### src/rtl/pattern_gen.sv
// pattern_gen: two-stage video test-pattern generator (bars, ramp, checker, bouncing box, solid).
// Optional macro PATTERN_GEN_BORDER_EN forces a one-pixel white frame around the visible area.
module pattern_gen #(
  parameter int H_ACTIVE   = 480,
  parameter int V_ACTIVE   = 272,
  parameter int COORD_W    = 10,
  parameter int COLOR_W    = 8,
  parameter int NUM_BARS   = 8,
  parameter int CHECK_LOG2 = 5,
  parameter int BOX_SIZE   = 32,
  parameter int RAMP_SHIFT = 1
) (
  input  logic                   clk,
  input  logic                   rst_n,
  input  logic [COORD_W-1:0]     pixel_x,
  input  logic [COORD_W-1:0]     pixel_y,
  input  logic                   active,
  input  logic                   frame_start,
  input  logic [2:0]             mode,
  input  logic [3*COLOR_W-1:0]   solid_rgb,
  output logic [COLOR_W-1:0]     red,
  output logic [COLOR_W-1:0]     green,
  output logic [COLOR_W-1:0]     blue,
  output logic                   out_active
);

  localparam int                 BAR_W        = H_ACTIVE / NUM_BARS;
  localparam logic [COORD_W-1:0] BAR_LAST     = COORD_W'(BAR_W - 1);
  localparam logic [2:0]         BAR_IDX_LAST = 3'(NUM_BARS - 1);
  localparam logic [COORD_W-1:0] BOX_X_MAX    = COORD_W'(H_ACTIVE - BOX_SIZE);
  localparam logic [COORD_W-1:0] BOX_Y_MAX    = COORD_W'(V_ACTIVE - BOX_SIZE);
  localparam logic [COORD_W:0]   BOX_SPAN     = (COORD_W+1)'(BOX_SIZE);
  localparam logic [COORD_W-1:0] C_ONE        = COORD_W'(1);
  localparam logic [COLOR_W-1:0] C_ON         = {COLOR_W{1'b1}};
  localparam logic [COLOR_W-1:0] C_OFF        = {COLOR_W{1'b0}};

  logic [COORD_W-1:0]   r_pix_in_bar;
  logic [2:0]           r_bar_idx;
  logic [2:0]           r_mode_q;
  logic [3*COLOR_W-1:0] r_solid_q;
  logic [COORD_W-1:0]   r_box_x;
  logic [COORD_W-1:0]   r_box_y;
  logic                 r_box_dx_neg;
  logic                 r_box_dy_neg;

  logic [COORD_W-1:0]   r_s1_x;
  logic [COORD_W-1:0]   r_s1_y;
  logic                 r_s1_active;
  logic [2:0]           r_s1_bar;

  logic [COORD_W:0]     w_box_x_nxt;
  logic [COORD_W:0]     w_box_y_nxt;
  logic [2:0]           w_bar_on;
  logic                 w_in_box;
  logic                 w_checker;
  logic [COORD_W-1:0]   w_ramp_sh;
  logic [COLOR_W-1:0]   w_ramp;
  logic [COLOR_W-1:0]   w_pat_r;
  logic [COLOR_W-1:0]   w_pat_g;
  logic [COLOR_W-1:0]   w_pat_b;
  logic [COLOR_W-1:0]   w_fin_r;
  logic [COLOR_W-1:0]   w_fin_g;
  logic [COLOR_W-1:0]   w_fin_b;

  // Returns {moving_negative, next_position}; reverses at either wall without overshooting.
  function automatic logic [COORD_W:0] bounce_step(input logic [COORD_W-1:0] pos,
                                                   input logic               neg,
                                                   input logic [COORD_W-1:0] lim);
    logic [COORD_W:0] nxt;
    if (!neg)
      nxt = (pos == lim) ? {1'b1, pos - C_ONE} : {1'b0, pos + C_ONE};
    else
      nxt = (pos == '0) ? {1'b0, pos + C_ONE} : {1'b1, pos - C_ONE};
    return nxt;
  endfunction

  assign w_box_x_nxt = bounce_step(r_box_x, r_box_dx_neg, BOX_X_MAX);
  assign w_box_y_nxt = bounce_step(r_box_y, r_box_dy_neg, BOX_Y_MAX);

  always_ff @(posedge clk or negedge rst_n) begin
    if (!rst_n) begin
      r_mode_q     <= 3'd0;
      r_solid_q    <= '0;
      r_box_x      <= '0;
      r_box_y      <= '0;
      r_box_dx_neg <= 1'b0;
      r_box_dy_neg <= 1'b0;
    end else if (frame_start) begin
      r_mode_q                    <= mode;
      r_solid_q                   <= solid_rgb;
      {r_box_dx_neg, r_box_x}     <= w_box_x_nxt;
      {r_box_dy_neg, r_box_y}     <= w_box_y_nxt;
    end
  end

  // Bar position tracks the run of active pixels since the last blanking gap.
  always_ff @(posedge clk or negedge rst_n) begin
    if (!rst_n) begin
      r_pix_in_bar <= '0;
      r_bar_idx    <= 3'd0;
    end else if (!active) begin
      r_pix_in_bar <= '0;
      r_bar_idx    <= 3'd0;
    end else if (r_pix_in_bar == BAR_LAST) begin
      r_pix_in_bar <= '0;
      if (r_bar_idx != BAR_IDX_LAST)
        r_bar_idx <= r_bar_idx + 3'd1;
    end else begin
      r_pix_in_bar <= r_pix_in_bar + C_ONE;
    end
  end

  always_ff @(posedge clk or negedge rst_n) begin
    if (!rst_n) begin
      r_s1_x      <= '0;
      r_s1_y      <= '0;
      r_s1_active <= 1'b0;
      r_s1_bar    <= 3'd0;
    end else begin
      r_s1_x      <= pixel_x;
      r_s1_y      <= pixel_y;
      r_s1_active <= active;
      r_s1_bar    <= r_bar_idx;
    end
  end

  always_comb begin
    w_bar_on = 3'b000;
    case (r_s1_bar)
      3'd0:    w_bar_on = 3'b111;
      3'd1:    w_bar_on = 3'b110;
      3'd2:    w_bar_on = 3'b011;
      3'd3:    w_bar_on = 3'b010;
      3'd4:    w_bar_on = 3'b101;
      3'd5:    w_bar_on = 3'b100;
      3'd6:    w_bar_on = 3'b001;
      default: w_bar_on = 3'b000;
    endcase
  end

  assign w_in_box = (r_s1_x >= r_box_x) && ({1'b0, r_s1_x} < ({1'b0, r_box_x} + BOX_SPAN)) &&
                    (r_s1_y >= r_box_y) && ({1'b0, r_s1_y} < ({1'b0, r_box_y} + BOX_SPAN));
  assign w_checker = r_s1_x[CHECK_LOG2] ^ r_s1_y[CHECK_LOG2];
  assign w_ramp_sh = r_s1_x >> RAMP_SHIFT;
  assign w_ramp    = COLOR_W'(w_ramp_sh);

  always_comb begin
    w_pat_r = C_OFF;
    w_pat_g = C_OFF;
    w_pat_b = C_OFF;
    case (r_mode_q)
      3'd0: begin
        w_pat_r = {COLOR_W{w_bar_on[2]}};
        w_pat_g = {COLOR_W{w_bar_on[1]}};
        w_pat_b = {COLOR_W{w_bar_on[0]}};
      end
      3'd1: begin
        w_pat_r = w_ramp;
        w_pat_g = w_ramp;
        w_pat_b = w_ramp;
      end
      3'd2: begin
        w_pat_r = w_checker ? C_ON : C_OFF;
        w_pat_g = w_checker ? C_ON : C_OFF;
        w_pat_b = w_checker ? C_ON : C_OFF;
      end
      3'd3: begin
        w_pat_r = w_in_box ? C_ON : C_OFF;
        w_pat_g = w_in_box ? C_ON : C_OFF;
        w_pat_b = C_ON;
      end
      3'd4: begin
        w_pat_r = r_solid_q[3*COLOR_W-1 -: COLOR_W];
        w_pat_g = r_solid_q[2*COLOR_W-1 -: COLOR_W];
        w_pat_b = r_solid_q[COLOR_W-1:0];
      end
      default: begin
        w_pat_r = C_OFF;
        w_pat_g = C_OFF;
        w_pat_b = C_OFF;
      end
    endcase
  end

`ifdef PATTERN_GEN_BORDER_EN
  localparam logic [COORD_W-1:0] H_LAST = COORD_W'(H_ACTIVE - 1);
  localparam logic [COORD_W-1:0] V_LAST = COORD_W'(V_ACTIVE - 1);

  logic w_on_border;
  assign w_on_border = (r_s1_x == '0) || (r_s1_x == H_LAST) ||
                       (r_s1_y == '0) || (r_s1_y == V_LAST);

  always_comb begin
    w_fin_r = w_pat_r;
    w_fin_g = w_pat_g;
    w_fin_b = w_pat_b;
    if (w_on_border) begin
      w_fin_r = C_ON;
      w_fin_g = C_ON;
      w_fin_b = C_ON;
    end
  end
`else
  assign w_fin_r = w_pat_r;
  assign w_fin_g = w_pat_g;
  assign w_fin_b = w_pat_b;
`endif

  always_ff @(posedge clk or negedge rst_n) begin
    if (!rst_n) begin
      red        <= '0;
      green      <= '0;
      blue       <= '0;
      out_active <= 1'b0;
    end else begin
      red        <= r_s1_active ? w_fin_r : C_OFF;
      green      <= r_s1_active ? w_fin_g : C_OFF;
      blue       <= r_s1_active ? w_fin_b : C_OFF;
      out_active <= r_s1_active;
    end
  end

endmodule

### config.mk
export PLATFORM = sky130hd
export DESIGN_NAME = pattern_gen
export DESIGN_NICKNAME = d
export VERILOG_FILES = /design/src/rtl/pattern_gen.sv
export SDC_FILE = /design/constraint.sdc
export NUM_CORES = 1
export LEC_CHECK = 0
export BUFFER_PORTS_ARGS = -buffer_cell sky130_fd_sc_hd__clkbuf_2
export CAP_MARGIN = 20
export CORE_UTILIZATION = 30
export CTS_CLUSTER_SIZE = 14
export DETAILED_ROUTE_END_ITERATION = 16
export GPL_ROUTABILITY_DRIVEN = 1
export MAX_ROUTING_LAYER = met4
export SYNTH_ARGS = -nofsm -noshare
export SYNTH_HDL_FRONTEND = slang
export SYNTH_SLANG_ARGS = --single-unit
### constraint.sdc
create_clock -name clk -period 3.9 [get_ports clk]
set_input_delay 1.17 -clock clk [delete_from_list [all_inputs] [get_ports clk]]
set_output_delay 1.17 -clock clk [all_outputs]
set_load 0.005 [all_outputs]
==> flow_summary.toml <==
[status]
status = "finished clean"

[setup_path]
startpoint_type = "flip-flop"
crit_path_max_fanout = 16
crit_type = "reg -> reg"
worstPathCellList = "inv_1, ha_1, inv_1, ha_1, nor3b_1, a2111oi_0, o2111ai_1, or4_1, nand2_1"
regToRegStartpoint = "r_box_x[5]"
crit_buf_inv = 2
setup.worst_path.start = "r_box_x[5]"
worst_r2r_endpoint = "red[3]"
cp_top_family = "simple AND/OR/NAND/NOR gates"
worstPathRequired_ns = 4.18
slowest_delay_ns = 0.89
crit_arrival_ns = 3.38
crit_path_end_kind = "flip-flop"
r2r_cells = 9
cpMaxStageDelayCell = "or4_1"
reg2reg_slack_ns = 0.80

[sta]
period_share = 0.7958
setup_viol = 0
clock_skew_ns = 0.007112
hold_viol = 0
rsz0062_at_grt = "no"
tightest_slew_ns = 0.9806
fmax_mhz = 322.2
min_period_ns = 3.104
setup_tns_ns = 0
relSlewSlack = 0.3449
drv_slew = 0

[clocking]
cts_setup_buffers = 0
path_clk_slew_ns = 0.08
cts_made_buffers = 9
numClockSinks = 111
cts_tree = "yes"
cts_buffer_depth = 2
cts-root-buf = "clkbuf_16"
cts-resized-gates = 0
clk_latency_ns = 0.35
cts_hold_buf = 0
h-tree-depth = 3

[global_routing]
overflow = 0
grt_use_total = 0.1380
grt_max_degree = 87
grt_pass1_wl_um = 20820
grt_pass1_vias = 4107
antenna_found_initial = 0

[layout]
nets = 704
area_growth_pct = 16.28
layout_common_cells = "dfrtp_1, clkbuf_2, nand2_1, a21oi_1, ha_1"
fillers = 1809
diodes = 0
stdcell_area_um2 = 6585
final_common_cell = "dfrtp_1"
final_core_util = 0.3616
final_layout_size_suffix_gt1_frac = 0.2285

[die]
rows = 49
die_w_um = 139.4
pin_count = 76
die_h_um = 139.4
fp.coreArea_um2 = 18210
start_util = 0.3110
die_area_um2 = 19430

[logic_synthesis]
synth-seq-cells = 111
synthCells = 539
synth_ff_type = "dfrtp_1"
synth_nets = 631
synth_area_per_cell_um2 = 10.51
synth-async-reset-ratio = 1.000
ys_seq_area_frac = 0.4905
syn_area_um2 = 5663
synth_edf_count = 0
synth_cell_types = 58
yosys_warnings = 0

[drt]
viasPerCell = 4.892
firstDrtPassIters = 4
drtIter0Drc = 199
dr_total_vias = 4139
avgRoutedWirePerCell_um = 14.80
post-route-drc-count = 0
drt_wl_total_um = 12520
ant_nets = 0

[worst_hold_path]
hp-class = "reg -> reg"
min_to = "out_active"
min-delay-start = "r_s1_active"
hold_depth = 0

[pwr]
static-leakage-power_nw = 3.067
p_sw_mw = 1.216
switching_share = 0.3414
combinationalPowerShare = 0.302
vdd_drop_max_mv = 0.2368
clkPwrFrac = 0.274
internal_power_mw = 2.345
p_seq_frac = 0.424
power_density_nw_per_um2 = 540.7

[run]
maxCapViolCount = 0

[placed_design]
numPortBuffers = 75
place_area_um2 = 6270
place.gp.congestion = 0.8620
hpwlAfterDp_um = 9148
Yosys cell counts, types with 8 or more instances:
master	number	share of area
a21oi_1	41	0.036
a31oi_1	10	0.011
clkbuf_1	8	0.0053
dfrtp_1	111	0.49
ha_1	41	0.091
inv_1	25	0.017
mux2_2	27	0.054
mux2i_1	8	0.014
nand2_1	51	0.034
nand2_2	10	0.011
nand3_1	19	0.017
nand4_1	12	0.013
nor2_1	40	0.027
o21ai_0	17	0.015
xnor2_1	24	0.037
flip-flops by register name (all words and copies together) (netlist names), 3 cells and up:
signal / cells
blue: 8
green: 8
r_bar_idx: 3
r_box_x: 10
r_box_y: 10
r_mode_q: 3
r_pix_in_bar: 10
r_s1_bar: 3
r_s1_x: 10
r_s1_y: 10
r_solid_q: 24
red: 8
per-stage QoR:
step | hold slack (ns) | total power, mW | instances | setup slack (ns)
6_report | 0.4281 | 3.560 | 846 | 0.7964
5_1_grt | 0.4376 | 3.802 | 846 | 0.6233
4_1_cts | 0.4291 | 3.586 | 846 | 0.8011
3_5_place_dp | 0.3938 | 2.607 | 830 | 0.8216
3_3_place_gp | 0.3877 | 2.596 | 830 | 0.8800
2_1_floorplan | 0.3679 | 2.289 | 539 | 1.293
worst max-delay path by stage:
stage | to | slack [ns] | cells after the start
after detailed placement | red[3] | 0.82 | 9
final | red[3] | 0.80 | 9
after global placement | red[1] | 0.88 | 9
after floorplan | green[0] | 1.29 | 11
after global routing | red[0] | 0.62 | 9
after CTS | red[3] | 0.80 | 9
logic make-up after synthesis:
| kind of cell | synth area share |
|---|---|
| buffers and inverters | 0.03756 |
| AOI/OAI and AO/OA | 0.1089 |
| adders and majority gates | 0.09059 |
| DFF | 0.4905 |
| and+or+nand+nor | 0.1566 |
| muxes | 0.06783 |
| xor gates and xnor gates | 0.04795 |
power groups by stage:
stage               sequential [mW]  combinational, mW  clock (mW)
floorplan                      1.46              0.828           0
global placement               1.52               1.07           0
detailed placement             1.52               1.08           0
CTS                            1.51               1.09       0.994
global route                   1.53               1.23        1.04
finish                         1.51               1.08       0.975
layout make-up:
| cell class | count | area [um^2] | area share |
|---|---|---|---|
| tap | 229 | 286.5 | 0.04351 |
| multi-input combinational | 382 | 2673 | 0.4059 |
| timing repair buffer | 80 | 427.9 | 0.06498 |
| clock buffer | 11 | 252.7 | 0.03838 |
| inverter | 28 | 105.1 | 0.01596 |
| sequential | 111 | 2778 | 0.4218 |
| clock inverter | 5 | 62.56 | 0.009500 |
layer usage:
layer  vias up  GRT usage  routed length, um
met5         -          -                  0
met4         0    0.03918                184
met3        13    0.01996                311
met2        76     0.2105               5637
met1      2001     0.1900               6384
li1       2049          -                  -
No activity file was read; power rests on OpenSTA's default activity.
